**src/rtl/alu_pkg.sv**
```systemverilog
`default_nettype none
// +-----------------------------------------------------------------------+
// | alu_pkg: shared ALU opcodes, flag and result types                    |
// | Rev 1.0                                                               |
// +-----------------------------------------------------------------------+
package alu_pkg;

  localparam int ALU_WIDTH  = 8;
  localparam int ALU_OP_W   = 3;
  localparam int ALU_FLAG_W = 3;

  typedef enum logic [ALU_OP_W-1:0] {
    ALU_ADD = 3'b000,
    ALU_SUB = 3'b001,
    ALU_AND = 3'b010,
    ALU_OR  = 3'b011,
    ALU_XOR = 3'b100,
    ALU_SHL = 3'b101,
    ALU_SHR = 3'b110,
    ALU_EQ  = 3'b111
  } alu_op_e;

  typedef struct packed {
    logic overflow;
    logic zero;
    logic carry;
  } alu_flags_t;

  typedef struct packed {
    logic [ALU_OP_W-1:0]  opcode;
    alu_flags_t           flags;
    logic [ALU_WIDTH-1:0] y;
  } alu_result_t;

  function automatic alu_flags_t make_flags(input logic overflow, input logic zero,
                                            input logic carry);
    alu_flags_t f;
    f.overflow = overflow;
    f.zero     = zero;
    f.carry    = carry;
    return f;
  endfunction

endpackage
`default_nettype wire

```
**src/rtl/alu_op_sequencer_if.sv**
```systemverilog
`default_nettype none
// +-----------------------------------------------------------------------+
// | alu_op_sequencer_if: command and result valid/ready channels          |
// | Rev 1.0                                                               |
// +-----------------------------------------------------------------------+
interface alu_op_sequencer_if
  import alu_pkg::*;
#(
  parameter int WIDTH = ALU_WIDTH,
  parameter int DEPTH = ALU_OP_W
);
  logic                  in_valid;
  logic                  in_ready;
  logic [WIDTH-1:0]      in_a;
  logic [WIDTH-1:0]      in_b;
  logic [DEPTH-1:0]      in_opcode;
  logic                  out_valid;
  logic                  out_ready;
  logic [WIDTH-1:0]      out_y;
  logic [ALU_FLAG_W-1:0] out_flags;
  logic [DEPTH-1:0]      out_opcode;

  modport master (
    output in_valid, in_a, in_b, in_opcode, out_ready,
    input  in_ready, out_valid, out_y, out_flags, out_opcode
  );

  modport slave (
    input  in_valid, in_a, in_b, in_opcode, out_ready,
    output in_ready, out_valid, out_y, out_flags, out_opcode
  );
endinterface
`default_nettype wire

```
**src/rtl/alu_result_fifo.sv**
```systemverilog
`default_nettype none
// +-----------------------------------------------------------------------+
// | alu_result_fifo: synchronous show-ahead FIFO of alu_result_t          |
// | Rev 1.0                                                               |
// +-----------------------------------------------------------------------+
module alu_result_fifo
  import alu_pkg::*;
#(
  parameter int FIFO_DEPTH = 4
) (
  input  logic        clk,
  input  logic        rst,
  input  logic        push,
  input  alu_result_t push_data,
  input  logic        pop,
  output alu_result_t head,
  output logic        full,
  output logic        empty
);

  localparam int PTR_W = $clog2(FIFO_DEPTH);
  localparam int CNT_W = PTR_W + 1;
  localparam logic [CNT_W-1:0] C_FULL_CNT = CNT_W'(FIFO_DEPTH);

  alu_result_t      mem_q [FIFO_DEPTH];
  alu_result_t      mem_d [FIFO_DEPTH];
  logic [PTR_W-1:0] wr_ptr_q, wr_ptr_d;
  logic [PTR_W-1:0] rd_ptr_q, rd_ptr_d;
  logic [CNT_W-1:0] count_q, count_d;
  logic             do_push, do_pop;

  assign full  = (count_q == C_FULL_CNT);
  assign empty = (count_q == '0);
  assign head  = mem_q[rd_ptr_q];

  // A push into a full FIFO is legal only alongside a pop.
  assign do_pop  = pop && !empty;
  assign do_push = push && (!full || do_pop);

  always_comb begin
    mem_d    = mem_q;
    wr_ptr_d = wr_ptr_q;
    rd_ptr_d = rd_ptr_q;
    count_d  = count_q;
    if (do_push) begin
      mem_d[wr_ptr_q] = push_data;
      wr_ptr_d        = wr_ptr_q + 1'b1;
    end
    if (do_pop) begin
      rd_ptr_d = rd_ptr_q + 1'b1;
    end
    case ({do_push, do_pop})
      2'b10:   count_d = count_q + 1'b1;
      2'b01:   count_d = count_q - 1'b1;
      default: count_d = count_q;
    endcase
  end

  always_ff @(posedge clk) begin
    if (rst) begin
      for (int i = 0; i < FIFO_DEPTH; i++) begin
        mem_q[i] <= '0;
      end
      wr_ptr_q <= '0;
      rd_ptr_q <= '0;
      count_q  <= '0;
    end else begin
      mem_q    <= mem_d;
      wr_ptr_q <= wr_ptr_d;
      rd_ptr_q <= rd_ptr_d;
      count_q  <= count_d;
    end
  end

endmodule
`default_nettype wire

```
**src/rtl/alu_op_sequencer.sv**
```systemverilog
`default_nettype none
// +-----------------------------------------------------------------------+
// | alu_op_sequencer: registered issue stage and result FIFO around ALU   |
// | Rev 1.0                                                               |
// +-----------------------------------------------------------------------+
module alu_op_sequencer
  import alu_pkg::*;
#(
  parameter int WIDTH      = ALU_WIDTH,
  parameter int DEPTH      = ALU_OP_W,
  parameter int FIFO_DEPTH = 4
) (
  input  logic                    clk,
  input  logic                    rst,
  alu_op_sequencer_if.slave       bus,
  output logic [WIDTH-1:0]        alu_operand_a,
  output logic [WIDTH-1:0]        alu_operand_b,
  output logic [DEPTH-1:0]        alu_opcode,
  input  logic [WIDTH-1:0]        alu_y,
  input  logic                    alu_carry,
  input  logic                    alu_zero,
  input  logic                    alu_overflow,
  input  logic                    clear_sticky,
  output logic                    sticky_overflow,
  output logic                    sticky_carry,
  output logic [15:0]             result_count
);

  localparam logic [15:0] C_COUNT_MAX = 16'hFFFF;

  logic             s1_valid_q, s1_valid_d;
  logic [WIDTH-1:0] alu_a_q, alu_a_d;
  logic [WIDTH-1:0] alu_b_q, alu_b_d;
  logic [DEPTH-1:0] alu_op_q, alu_op_d;
  logic             sticky_ovf_q, sticky_ovf_d;
  logic             sticky_carry_q, sticky_carry_d;
  logic [15:0]      result_count_q, result_count_d;

  logic             fifo_full, fifo_empty;
  logic             fifo_push, fifo_pop;
  logic             accept;
  alu_result_t      push_data, head;

  // in_ready sees out_ready through fifo_pop: a full FIFO draining this
  // cycle still lets S1 advance and take a new command.
  assign fifo_pop     = !fifo_empty && bus.out_ready;
  assign fifo_push    = s1_valid_q && (!fifo_full || fifo_pop);
  assign bus.in_ready = !s1_valid_q || fifo_push;
  assign accept       = bus.in_valid && bus.in_ready;

  always_comb begin
    push_data.opcode = alu_op_q;
    push_data.flags  = make_flags(alu_overflow, alu_zero, alu_carry);
    push_data.y      = alu_y;
  end

  always_comb begin
    s1_valid_d     = s1_valid_q;
    alu_a_d        = alu_a_q;
    alu_b_d        = alu_b_q;
    alu_op_d       = alu_op_q;
    sticky_ovf_d   = sticky_ovf_q;
    sticky_carry_d = sticky_carry_q;
    result_count_d = result_count_q;

    if (accept) begin
      s1_valid_d = 1'b1;
      alu_a_d    = bus.in_a;
      alu_b_d    = bus.in_b;
      alu_op_d   = bus.in_opcode;
    end else if (fifo_push) begin
      s1_valid_d = 1'b0;
    end

    if (clear_sticky) begin
      sticky_ovf_d   = 1'b0;
      sticky_carry_d = 1'b0;
    end
    if (fifo_push && alu_overflow) begin
      sticky_ovf_d = 1'b1;
    end
    if (fifo_push && alu_carry) begin
      sticky_carry_d = 1'b1;
    end

    if (fifo_pop && (result_count_q != C_COUNT_MAX)) begin
      result_count_d = result_count_q + 16'd1;
    end
  end

  always_ff @(posedge clk) begin
    if (rst) begin
      s1_valid_q     <= 1'b0;
      alu_a_q        <= '0;
      alu_b_q        <= '0;
      alu_op_q       <= '0;
      sticky_ovf_q   <= 1'b0;
      sticky_carry_q <= 1'b0;
      result_count_q <= '0;
    end else begin
      s1_valid_q     <= s1_valid_d;
      alu_a_q        <= alu_a_d;
      alu_b_q        <= alu_b_d;
      alu_op_q       <= alu_op_d;
      sticky_ovf_q   <= sticky_ovf_d;
      sticky_carry_q <= sticky_carry_d;
      result_count_q <= result_count_d;
    end
  end

  alu_result_fifo #(
    .FIFO_DEPTH (FIFO_DEPTH)
  ) u_fifo (
    .clk       (clk),
    .rst       (rst),
    .push      (fifo_push),
    .push_data (push_data),
    .pop       (fifo_pop),
    .head      (head),
    .full      (fifo_full),
    .empty     (fifo_empty)
  );

  assign bus.out_valid  = !fifo_empty;
  assign bus.out_y      = head.y;
  assign bus.out_flags  = head.flags;
  assign bus.out_opcode = head.opcode;

  assign alu_operand_a   = alu_a_q;
  assign alu_operand_b   = alu_b_q;
  assign alu_opcode      = alu_op_q;
  assign sticky_overflow = sticky_ovf_q;
  assign sticky_carry    = sticky_carry_q;
  assign result_count    = result_count_q;

endmodule
`default_nettype wire

```
**src/flat_wrapper.sv**
```systemverilog
// flat-port wrapper written by rule: the top's interface ports become plain ports
module alu_op_sequencer_flat import alu_pkg::*;
#(
  parameter int WIDTH      = ALU_WIDTH,
  parameter int DEPTH      = ALU_OP_W,
  parameter int FIFO_DEPTH = 4
)
  (clk, rst, alu_operand_a, alu_operand_b, alu_opcode, alu_y, alu_carry, alu_zero, alu_overflow, clear_sticky, sticky_overflow, sticky_carry, result_count, bus_in_valid, bus_in_a, bus_in_b, bus_in_opcode, bus_out_ready, bus_in_ready, bus_out_valid, bus_out_y, bus_out_flags, bus_out_opcode);
  alu_op_sequencer_if #(.WIDTH(WIDTH), .DEPTH(DEPTH)) bus_i ();
  input  logic clk;
  input  logic rst;
  output logic [WIDTH-1:0] alu_operand_a;
  output logic [WIDTH-1:0] alu_operand_b;
  output logic [DEPTH-1:0] alu_opcode;
  input  logic [WIDTH-1:0] alu_y;
  input  logic alu_carry;
  input  logic alu_zero;
  input  logic alu_overflow;
  input  logic clear_sticky;
  output logic sticky_overflow;
  output logic sticky_carry;
  output logic [15:0] result_count;
  input wire logic [$bits(bus_i.in_valid)-1:0] bus_in_valid;
  input wire logic [$bits(bus_i.in_a)-1:0] bus_in_a;
  input wire logic [$bits(bus_i.in_b)-1:0] bus_in_b;
  input wire logic [$bits(bus_i.in_opcode)-1:0] bus_in_opcode;
  input wire logic [$bits(bus_i.out_ready)-1:0] bus_out_ready;
  output wire logic [$bits(bus_i.in_ready)-1:0] bus_in_ready;
  output wire logic [$bits(bus_i.out_valid)-1:0] bus_out_valid;
  output wire logic [$bits(bus_i.out_y)-1:0] bus_out_y;
  output wire logic [$bits(bus_i.out_flags)-1:0] bus_out_flags;
  output wire logic [$bits(bus_i.out_opcode)-1:0] bus_out_opcode;
  assign bus_i.in_valid = bus_in_valid;
  assign bus_i.in_a = bus_in_a;
  assign bus_i.in_b = bus_in_b;
  assign bus_i.in_opcode = bus_in_opcode;
  assign bus_i.out_ready = bus_out_ready;
  assign bus_in_ready = bus_i.in_ready;
  assign bus_out_valid = bus_i.out_valid;
  assign bus_out_y = bus_i.out_y;
  assign bus_out_flags = bus_i.out_flags;
  assign bus_out_opcode = bus_i.out_opcode;
  alu_op_sequencer #(.WIDTH(WIDTH), .DEPTH(DEPTH), .FIFO_DEPTH(FIFO_DEPTH)) u_core (.clk(clk), .rst(rst), .bus(bus_i), .alu_operand_a(alu_operand_a), .alu_operand_b(alu_operand_b), .alu_opcode(alu_opcode), .alu_y(alu_y), .alu_carry(alu_carry), .alu_zero(alu_zero), .alu_overflow(alu_overflow), .clear_sticky(clear_sticky), .sticky_overflow(sticky_overflow), .sticky_carry(sticky_carry), .result_count(result_count));
endmodule
```
**config.mk**
```make
export PLATFORM = sky130hd
export DESIGN_NAME = alu_op_sequencer_flat
export DESIGN_NICKNAME = d
export VERILOG_FILES = /design/src/rtl/alu_pkg.sv /design/src/rtl/alu_op_sequencer_if.sv /design/src/rtl/alu_result_fifo.sv /design/src/rtl/alu_op_sequencer.sv /design/src/flat_wrapper.sv
export SDC_FILE = /design/constraint.sdc
export NUM_CORES = 1
export LEC_CHECK = 0
export CAP_MARGIN = 20
export CORE_MARGIN = 10
export CORE_UTILIZATION = 55
export CTS_CLUSTER_DIAMETER = 40
export DETAILED_ROUTE_END_ITERATION = 12
export GPL_ROUTABILITY_DRIVEN = 0
export GPL_TIMING_DRIVEN = 0
export PLACE_DENSITY_LB_ADDON = 0.3
export SYNTH_ARGS = -nofsm -noshare
export SYNTH_HDL_FRONTEND = slang
export SYNTH_SLANG_ARGS = --single-unit
```
**constraint.sdc**
```tcl
create_clock -name clk -period 4.85 [get_ports clk]
set_clock_uncertainty 0.1 [all_clocks]
set_input_delay 0.7275 -clock clk [delete_from_list [all_inputs] [get_ports clk]]
set_output_delay 0.7275 -clock clk [all_outputs]
set_load 0.05 [all_outputs]
```
==> impl_metrics.csv <==
group,metric,value,unit
floorplan,rows,32,
setup_path,reg2reg_slack,2.18,ns
clock_network,cts-root-buf,"clkbuf_8",
floorplan,die_x,109,um
logic_synthesis,synthDominantCellAreaShare,46.1,%
logic_synthesis,syn_area,0.00439,mm^2
logic_synthesis,ys_top_cells_by_count,"dfxtp_1 (101), nor2_1 (89), mux2i_1 (75)",
clock_network,post-cts-setup-buffers,0,
setup_path,crit_start,"u_core.u_fifo.rd_ptr_q[0]$_SDFFE_PP0P_",
floorplan,initial_core_util,56.8,%
floorplan,die-height,109,um
worst_hold_path,hold_class,"flip-flop to flip-flop",
sta,tightest_slew,0.949,ns
clock_network,cts.sinks,101,
power,leakage,0.00242,uW
grt,grt_max_degree,18,
grt,gr-usage-met2,32.8,%
clock_network,cts_hold_buf,0,
place,place_inst,604,
clock_network,cts_buffer_depth,2,
final_layout,antenna_cells,0,
worst_hold_path,hold_depth,2,
clock_network,h-tree-depth,3,
sta,min_period,3.69,ns
grt,use_met1,20.2,%
grt,grt-ovfl-total,0,
logic_synthesis,async_flop_share,0,%
sta,timing.final.hold_violations,0,
sta,slew_headroom,36.2,%
clock_network,cts_tree,"done",
logic_synthesis,yosys_warnings,0,
routing,final_antenna_net_count,0,
sta,fin_tns_setup,0,ns
worst_hold_path,holdCritStartpoint,"u_core.sticky_overflow$_SDFFE_PP0P_",
logic_synthesis,synth_edf_count,0,
setup_path,path_cells,"clkbuf_1 -> buf_2 -> mux4_2 -> clkdlybuf4s50_1",
flow_run,max_cap_violations,0,
setup_path,criticalPathCategory,"flip-flop to output port",
logic_synthesis,synth_flop_cell,"dfxtp_1",
sta,fmax,271,MHz
power,power,2060,uW
sta,fin_crit_sh,76.0,%
power,max-vdd-ir-drop,216,uV
place,dp_hpwl,7820,um
setup_path,cp_max_fo,10,
routing,viasPerCell,5.55,
routing,vias,3441,
logic_synthesis,syn-num-nets,457,
routing,drt-initial-drc-count,183,
final_layout,fin_util,73.0,%
grt,grt_pass1_wl,17400,um
place,io_buffers,87,
setup_path,cpPeakStageDelay,0.73,ns
grt,gr-max-usage-layer,"met2",
final_layout,drive_above_1_share,10.2,%
final_layout,layout-area-overhead-vs-synth,28.6,%
final_layout,finalNonFillerCells,620,
logic_synthesis,ys_ff_latch,101,
clock_network,clock_latency,0.36,ns
setup_path,arrival,2.86,ns
floorplan,core,0.00773,mm^2
logic_synthesis,postSynthCellCount,415,
worst_hold_path,hold_end,"u_core.sticky_overflow$_SDFFE_PP0P_",
sta,finalMaxSlewViolations,0,
clock_network,path_clk_slew,0.09,ns
final_layout,postLayoutCellArea,0.00564,mm^2
logic_synthesis,avgSynthCellArea,10.6,um^2
place,place_area,0.00539,mm^2
power,power_density,365,mW/mm^2
routing,drc,0,
setup_path,end_kind,"output port",
grt,grtUsageMet3,6.32,%
status,status,"completed",
logic_synthesis,synth_top_area_cell,"dfxtp_1",
logic_synthesis,synthTopCellsByArea,"dfxtp_1 (46%), mux2i_1 (17%), nor2_1 (7.6%)",
logic_synthesis,synth.most_common_cell,"dfxtp_1",
setup_path,worst_setup_path_start_kind,"flip-flop",
setup_path,r2r-start,"u_core.u_fifo.count_q[0]$_SDFFE_PP0P_",
clock_network,post_cts_resized,0,
logic_synthesis,seq_area_frac_synth,46.1,%
routing,routedWlPerCell,17.4,um
setup_path,worstPathRequired,4.02,ns
routing,first_pass_iters,4,
setup_path,reg2reg_depth,9,
setup_path,crit_slowest_cell,"clkdlybuf4s50_1",
sta,rsz0062_at_grt,"no",
sta,setup_viol,0,
logic_synthesis,ys_types,41,
routing,wl,10800,um
floorplan,die-area,0.0119,mm^2
setup_path,r2r_end,"u_core.u_fifo.count_q[2]$_SDFFE_PP0P_",
final_layout,nets,555,
grt,grt_pass1_vias,3537,
grt,antenna_found_initial,0,
grt,track_usage,18.4,%
floorplan,io_pins,88,
clock_network,cts_buffers,9,
-- kinds of logic after synthesis --
| logic type | Yosys count | share of synthesized area (%) |
|---|---|---|
| AND/OR/NAND/NOR | 133 | 15.3 |
| flip-flops | 101 | 46.1 |
| multiplexers | 91 | 24.8 |
| AO/OA/AOI/OAI | 40 | 6.02 |
| buffers and inverters | 38 | 4.65 |
| adder cells (fa/ha/maj) | 7 | 2.17 |
| XOR/XNOR | 5 | 0.998 |
-- where the power goes --
group / leakage, uW / switching [uW] / total [uW] / internal [uW]
combinational: 0.00147 / 303 / 503 / 200
sequential: 0.000820 / 32.7 / 903 / 871
clock: 0.000127 / 288 / 650 / 361
-- flip-flops by register name, indices dropped and copies added (netlist names) --
| name | flops |
|---|---|
| u_core.u_fifo.count_q | 3 |
| u_core.u_fifo.rd_ptr_q | 2 |
| u_core.sticky_carry | 1 |
| u_core.alu_operand_a | 8 |
| u_core.u_fifo.wr_ptr_q | 2 |
| u_core.alu_opcode | 3 |
| u_core.result_count | 16 |
| u_core.alu_operand_b | 8 |
| u_core.sticky_overflow | 1 |
| u_core.s1_valid_q | 1 |
| u_core.u_fifo.mem_q | 56 |
-- stage by stage --
step | setup slack (ns) | hold WS (ns)
2_1_floorplan | 2.02 | 0.358
3_3_place_gp | 1.44 | 0.367
3_5_place_dp | 1.36 | 0.380
4_1_cts | 1.08 | 0.404
5_1_grt | 0.999 | 0.432
6_report | 1.16 | 0.397
-- layout make-up --
cell class	count	area, um^2
buffer	26	159
clock buffer	10	138
clock inverter	6	116
fill	563	2090
inverter	12	45.0
multi-input combinational	276	2160
sequential	101	2020
tap	102	128
timing repair buffer	87	871
-- worst max path at each step --
| stage | cells after the start | slack [ns] | to |
|---|---|---|---|
| 6_report | 4 | 1.16 | bus_out_opcode[0] |
| 5_1_grt | 4 | 1.0 | bus_out_opcode[0] |
| 4_1_cts | 4 | 1.08 | bus_out_opcode[0] |
| 3_5_place_dp | 10 | 1.36 | u_core.u_fifo.count_q[2]$_SDFFE_PP0P_ |
| 3_3_place_gp | 10 | 1.44 | u_core.u_fifo.count_q[2]$_SDFFE_PP0P_ |
| 2_1_floorplan | 9 | 2.02 | u_core.u_fifo.count_q[2]$_SDFFE_PP0P_ |
-- critical path: cells and delay by family, from the launching register on --
kind | cells | cell delay [ns]
buffers and inverters | 3 | 1.60
multiplexers | 1 | 0.59
flip-flops | 1 | 0.31
-- cell usage in the layout, fill, tap and decap left out, types with 2 or more instances in the layout --
cell type        instances
a21oi_1                 16
a32oi_1                  2
buf_2                    4
buf_4                    3
buf_6                    6
bufinv_16                3
clkbuf_1                13
clkbuf_8                10
clkdlybuf4s50_1         87
dfxtp_1                101
ha_1                     6
inv_1                   12
inv_6                    2
mux2_2                   2
mux2i_1                 75
mux4_2                  14
nand2_1                  6
nand3_1                  5
nand3_4                  4
nand4_1                  4
nor2_1                  89
nor2b_1                  2
nor4_1                   4
o21ai_0                  5
o311ai_0                 3
o31ai_1                  7
o41ai_1                  3
or3_1                    4
or4_1                    5
or4b_1                   2
xor2_1                   4
-- per-layer routing --
layer | vias up | share of wire (%)
li1 | 1674 | -
met1 | 1657 | 40
met2 | 100 | 51
met3 | 10 | 8.6
met4 | 0 | 1.0
met5 | - | 0
Power figures use the tool's default switching activity.
